==> config.mk <==
export PLATFORM = sky130hd
export DESIGN_NAME = iomem_gpio
export DESIGN_NICKNAME = d
export VERILOG_FILES = /design/src/rtl/gpio_pkg.sv /design/src/rtl/gpio_sync.sv /design/src/rtl/iomem_gpio.sv
export SDC_FILE = /design/constraint.sdc
export NUM_CORES = 1
export LEC_CHECK = 0
export CAP_MARGIN = 30
export CORE_MARGIN = 4
export CORE_UTILIZATION = 30
export DETAILED_ROUTE_END_ITERATION = 16
export PLACE_DENSITY_LB_ADDON = 0.2
export REMOVE_ABC_BUFFERS = 1
export SYNTH_ARGS = -nofsm -noshare
export SYNTH_HDL_FRONTEND = slang
export SYNTH_SLANG_ARGS = --single-unit
==> constraint.sdc <==
create_clock -name clk -period 2.7 [get_ports clk]
set_input_delay 0.54 -clock clk [delete_from_list [all_inputs] [get_ports clk]]
set_output_delay 0.54 -clock clk [all_outputs]
set_load 0.01 [all_outputs]
==> src/rtl/gpio_pkg.sv <==
// Shared definitions for the iomem GPIO peripheral: register word indices,
// default address decode, and the byte-strobe expansion helper.
package gpio_pkg;

  localparam logic [7:0] DEFAULT_ADDR_HI = 8'h03;

  // Word indices (iomem_addr[7:2]) of byte offsets 0x00..0x20.
  localparam logic [5:0] OFF_OUT        = 6'h00;
  localparam logic [5:0] OFF_DIR        = 6'h01;
  localparam logic [5:0] OFF_IN         = 6'h02;
  localparam logic [5:0] OFF_IRQ_EN     = 6'h03;
  localparam logic [5:0] OFF_IRQ_POL    = 6'h04;
  localparam logic [5:0] OFF_IRQ_STATUS = 6'h05;
  localparam logic [5:0] OFF_SET        = 6'h06;
  localparam logic [5:0] OFF_CLR        = 6'h07;
  localparam logic [5:0] OFF_TGL        = 6'h08;

  function automatic logic [31:0] strb_mask(input logic [3:0] wstrb);
    return {{8{wstrb[3]}}, {8{wstrb[2]}}, {8{wstrb[1]}}, {8{wstrb[0]}}};
  endfunction

endpackage

==> src/rtl/gpio_sync.sv <==
// Multi-bit, multi-stage input synchroniser with asynchronous clear.
// Each bit is synchronised independently; no cross-bit coherence is implied.
module gpio_sync #(
  parameter int WIDTH  = 1,
  parameter int STAGES = 2
) (
  input  logic             clk,
  input  logic             resetn,
  input  logic [WIDTH-1:0] d,
  output logic [WIDTH-1:0] q
);

  logic [STAGES-1:0][WIDTH-1:0] chain;

  // NOTE: sequential state uses non-blocking assignments so every stage
  // samples the value its predecessor held before this edge.
  always_ff @(posedge clk or negedge resetn) begin
    if (!resetn) begin
      chain <= '0;
    end else begin
      chain <= {chain[STAGES-2:0], d};
    end
  end

  assign q = chain[STAGES-1];

endmodule

==> src/rtl/iomem_gpio.sv <==
// GPIO peripheral on the picosoc iomem bus: OUT/DIR registers, synchronised
// input readback, atomic set/clear/toggle, and per-pin edge interrupts.
module iomem_gpio
  import gpio_pkg::*;
#(
  parameter logic [7:0]          ADDR_HI     = DEFAULT_ADDR_HI,
  parameter int                  NUM_GPIO    = 16,
  parameter int                  SYNC_STAGES = 2,
  parameter logic [NUM_GPIO-1:0] RESET_OUT   = '0
) (
  input  logic                clk,
  input  logic                resetn,
  input  logic                iomem_valid,
  output logic                iomem_ready,
  input  logic [3:0]          iomem_wstrb,
  input  logic [31:0]         iomem_addr,
  input  logic [31:0]         iomem_wdata,
  output logic [31:0]         iomem_rdata,
  input  logic [NUM_GPIO-1:0] gpio_in,
  output logic [NUM_GPIO-1:0] gpio_out,
  output logic [NUM_GPIO-1:0] gpio_oe,
  output logic                irq
);

  logic                sel;
  logic                wr;
  logic [5:0]          idx;
  logic [31:0]         bmask;
  logic [31:0]         rd_val;
  logic [NUM_GPIO-1:0] wd;
  logic [NUM_GPIO-1:0] s, p, evt, clr;
  logic [NUM_GPIO-1:0] out_q, out_d;
  logic [NUM_GPIO-1:0] dir_q, dir_d;
  logic [NUM_GPIO-1:0] en_q, en_d;
  logic [NUM_GPIO-1:0] pol_q, pol_d;
  logic [NUM_GPIO-1:0] sts_q, sts_d;

  // The !iomem_ready term keeps a held request from being serviced twice.
  assign sel   = iomem_valid && !iomem_ready && (iomem_addr[31:24] == ADDR_HI);
  assign wr    = sel && (iomem_wstrb != 4'b0000);
  assign idx   = iomem_addr[7:2];
  assign bmask = strb_mask(iomem_wstrb);
  assign wd    = iomem_wdata[NUM_GPIO-1:0] & bmask[NUM_GPIO-1:0];

  gpio_sync #(
    .WIDTH (NUM_GPIO),
    .STAGES(SYNC_STAGES)
  ) u_sync (
    .clk   (clk),
    .resetn(resetn),
    .d     (gpio_in),
    .q     (s)
  );

  assign evt = (s & ~p & ~pol_q) | (p & ~s & pol_q);

  // NOTE: every output of a combinational block gets a default before the
  // case, so no path leaves a variable unassigned and no latch is inferred.
  always_comb begin
    out_d = out_q;
    dir_d = dir_q;
    en_d  = en_q;
    pol_d = pol_q;
    clr   = '0;
    if (wr) begin
      case (idx)
        OFF_OUT:        out_d = (out_q & ~bmask[NUM_GPIO-1:0]) | wd;
        OFF_DIR:        dir_d = (dir_q & ~bmask[NUM_GPIO-1:0]) | wd;
        OFF_IRQ_EN:     en_d  = (en_q  & ~bmask[NUM_GPIO-1:0]) | wd;
        OFF_IRQ_POL:    pol_d = (pol_q & ~bmask[NUM_GPIO-1:0]) | wd;
        OFF_IRQ_STATUS: clr   = wd;
        OFF_SET:        out_d = out_q | wd;
        OFF_CLR:        out_d = out_q & ~wd;
        OFF_TGL:        out_d = out_q ^ wd;
        default:        ;
      endcase
    end
    // A fresh event outranks a simultaneous write-1-to-clear.
    sts_d = (sts_q & ~clr) | evt;
  end

  always_comb begin
    rd_val = '0;
    case (idx)
      OFF_OUT:        rd_val = 32'(out_q);
      OFF_DIR:        rd_val = 32'(dir_q);
      OFF_IN:         rd_val = 32'(s);
      OFF_IRQ_EN:     rd_val = 32'(en_q);
      OFF_IRQ_POL:    rd_val = 32'(pol_q);
      OFF_IRQ_STATUS: rd_val = 32'(sts_q);
      default:        rd_val = '0;
    endcase
  end

  always_ff @(posedge clk or negedge resetn) begin
    if (!resetn) begin
      out_q       <= RESET_OUT;
      dir_q       <= '0;
      en_q        <= '0;
      pol_q       <= '0;
      sts_q       <= '0;
      p           <= '0;
      iomem_ready <= 1'b0;
      iomem_rdata <= '0;
    end else begin
      out_q       <= out_d;
      dir_q       <= dir_d;
      en_q        <= en_d;
      pol_q       <= pol_d;
      sts_q       <= sts_d;
      p           <= s;
      iomem_ready <= sel;
      if (sel) begin
        iomem_rdata <= rd_val;
      end
    end
  end

  assign gpio_out = out_q;
  assign gpio_oe  = dir_q;
  assign irq      = |(sts_q & en_q);

endmodule

==> qor.csv <==
metric,value,unit
outcome,finished clean,
start_util,0.306,
synthCells,569,
ys_seq_elements,145,
fin_skew,0.00698,ns
die_x,158,microns
grt_overflow,0,
ys.warnings.count,0,
coreArea,22000,sq um
numCtsBuffers,17,
routedWlPerCell,19.6,microns
yosys_most_used_dff,dfrtp_1,
drt-total-wl,19700,microns
slew_headroom,0.471,
yosys.cell_types.count,46,
grt_pass1_vias,5456,
grt_util_all_layers,0.164,
clock_sinks,145,
tightest_slew,0.787,ns
antenna_found_initial,0,
critPathCaptureType,flop,
area_growth,32.5,%
worst_path_largest_cell_delay,0.54,ns
async_flop_share,1.00,
setup_viol,0,
hold_buffers,0,
grt_first_pass_wirelength,30800,microns
path_delay_family,simple AND/OR/NAND/NOR gates,
crit_type,input pin to flop,
fin_crit_sh,0.930,
die_area,24900,sq um
path_cells,clkdlybuf4s50_1 > or4_4 > or4_4 > clkinv_8 > and3_1 > buf_12 > mux2_1,
die_y,158,microns
ant_nets,0,
cts_tree,yes,
vias,5115,
cp_data_arrival_time,2.82,ns
gp_congestion,0.849,
cts_max_path_buffers,2,
synthesis.area,6720,sq um
root_buffer,clkbuf_16,
rsz0062_at_grt,false,
cp_slowest_cell,or4_4,
fmax,398,MHz
rows,54,
fin_setup_tns,0,ns
fin_util,0.406,
ioPinCount,153,
htree_num_levels,4,
worstPathRequired,3.01,ns
vdd_drop_max,0.395,mV
start_kind,input pin,
p_per_area,559,nW/um^2
nets,815,
port_buffers,102,
final_layout_size_suffix_gt1_frac,0.226,
syn_avg_cell_area,11.8,sq um
drv_slew,0,
hp-class,input pin to asynchronous set/reset pin,
ff2ff_setup_slack,0.73,ns
crit_top_cell,or4_4,
synth-edff-count,0,
insertedDiodeCount,0,
path_buf_inv,3,
grt_max_degree,70,
ys_seq_area_frac,0.540,
crit_fanout,9,
startpoint,iomem_addr[27],
drv_cap,0,
drc,0,
p_leak,0.00383,uW
drtIter0Drc,324,
hpwl,14200,microns
hold_viol_final,0,
critical_path_depth,7,
clkLatencyLatePin,0.43,ns
routed_via_density,5.09,
period_needed,2.51,ns
first_pass_iters,5,
r2r_cells,6,
r2r_start,iomem_ready,
clk_pin_slew,0.06,ns
post_cts_buffers,0,
[worst register-to-register path, delay by kind of cell, from the launching register on]
family | cells | cell delay [ns]
mux | 1 | 0.32
buf+inv | 2 | 0.25
simple gates | 3 | 0.91
flops | 1 | 0.37
[cell type report]
type	count	area [sq um]
flip-flops and latches	145	3630
clock buffers	19	443
multi-input cells	395	2880
inverters	1	16.3
repair buffers	152	1430
fillers	2087	13000
well taps	280	350
clock inverters	13	161
[routing by layer]
metal / GRT usage / share of wire / up-vias / wire length (microns)
li1: - / - / 2360 / -
met1: 0.211 / 0.44 / 2592 / 8710
met2: 0.278 / 0.50 / 141 / 9800
met3: 0.0344 / 0.045 / 22 / 880
met4: 0.0528 / 0.018 / 0 / 354
met5: 0 / 0 / - / 0
[where the power goes]
part	leakage (uW)	internal [uW]	switching, uW	total, uW
registers	0.00183	2210	24.2	2240
logic	0.00171	154	173	327
clock network	0.000285	1480	940	2420
total	0.00383	3840	1140	4980
[kinds of logic after synthesis]
logic type	share of synthesized area
and+or+nand+nor	0.109
DFF	0.540
AOI/OAI and AO/OA	0.136
muxes	0.141
buffers and inverters	0.0434
adders and majority gates	0.0298
other	0.000558
[worst min-delay path by stage]
stage / to / startpoint / depth (start not counted) / slack, ns
6_report: u_sync.q[2] / resetn / 1 / 0.12
5_1_grt: u_sync.chain[2] / resetn / 1 / 0.15
4_1_cts: sts_q[0] / resetn / 1 / 0.14
3_5_place_dp: u_sync.q[10] / u_sync.chain[10] / 0 / 0.33
3_3_place_gp: u_sync.q[4] / u_sync.chain[4] / 0 / 0.33
2_1_floorplan: asynchronous set/reset pin / resetn / 0 / 0.24
[repair_timing]
action / 4_1_cts / 5_1_grt
resized for setup: 2 / 1
pin swaps: 0 / 0
setup endpoints to repair: 1 / 1
cloned: 0 / 0
[cell usage in the layout, fill, tap and decap left out, types with 3 or more instances in the layout]
cell,synthesis,final
dfrtp_1,145,145
nand2_1,106,106
clkdlybuf4s50_1,0,99
buf_4,18,47
o21ai_0,45,45
mux2_2,36,36
nor2_1,23,23
mux2_1,19,19
o211ai_1,17,17
clkbuf_16,0,17
o221a_2,16,16
mux2_4,16,16
a222oi_1,16,16
ha_1,16,16
conb_1,1,16
o21ai_1,12,12
a22o_1,11,11
mux2i_1,9,9
clkinvlp_4,0,4
bufinv_16,0,3
clkinv_2,0,3
buf_12,2,3
[synth_stat cells (3+ instances only)]
cell | n | area, sq um
dfrtp_1 | 145 | 3630
o21ai_0 | 45 | 225
a221oi_1 | 4 | 35.0
mux2i_1 | 9 | 90.1
a222oi_1 | 16 | 160
buf_1 | 3 | 11.3
a22o_1 | 11 | 96.3
o21ai_1 | 12 | 60.1
buf_2 | 5 | 25.0
o221a_2 | 16 | 180
clkbuf_1 | 14 | 52.6
o211ai_1 | 17 | 128
nand2_1 | 106 | 398
buf_4 | 18 | 135
mux2_4 | 16 | 240
mux2_2 | 36 | 405
ha_1 | 16 | 200
mux2_1 | 19 | 214
nor2_1 | 23 | 86.3
[through the flow]
stage | instances | hold slack, ns | cell area [sq um] | power [uW] | worst slack [ns]
after global placement | 973 | 0.331 | 8290 | 2600 | -0.248
final | 1005 | 0.120 | 8910 | 4980 | 0.189
after global routing | 1005 | 0.151 | 8910 | 5170 | 0.0611
after floorplan | 541 | 0.244 | 6500 | 2370 | -0.186
after CTS | 1005 | 0.137 | 8910 | 5040 | 0.0526
after detailed placement | 973 | 0.335 | 8290 | 2610 | -0.286
Power figures use the tool's default switching activity.
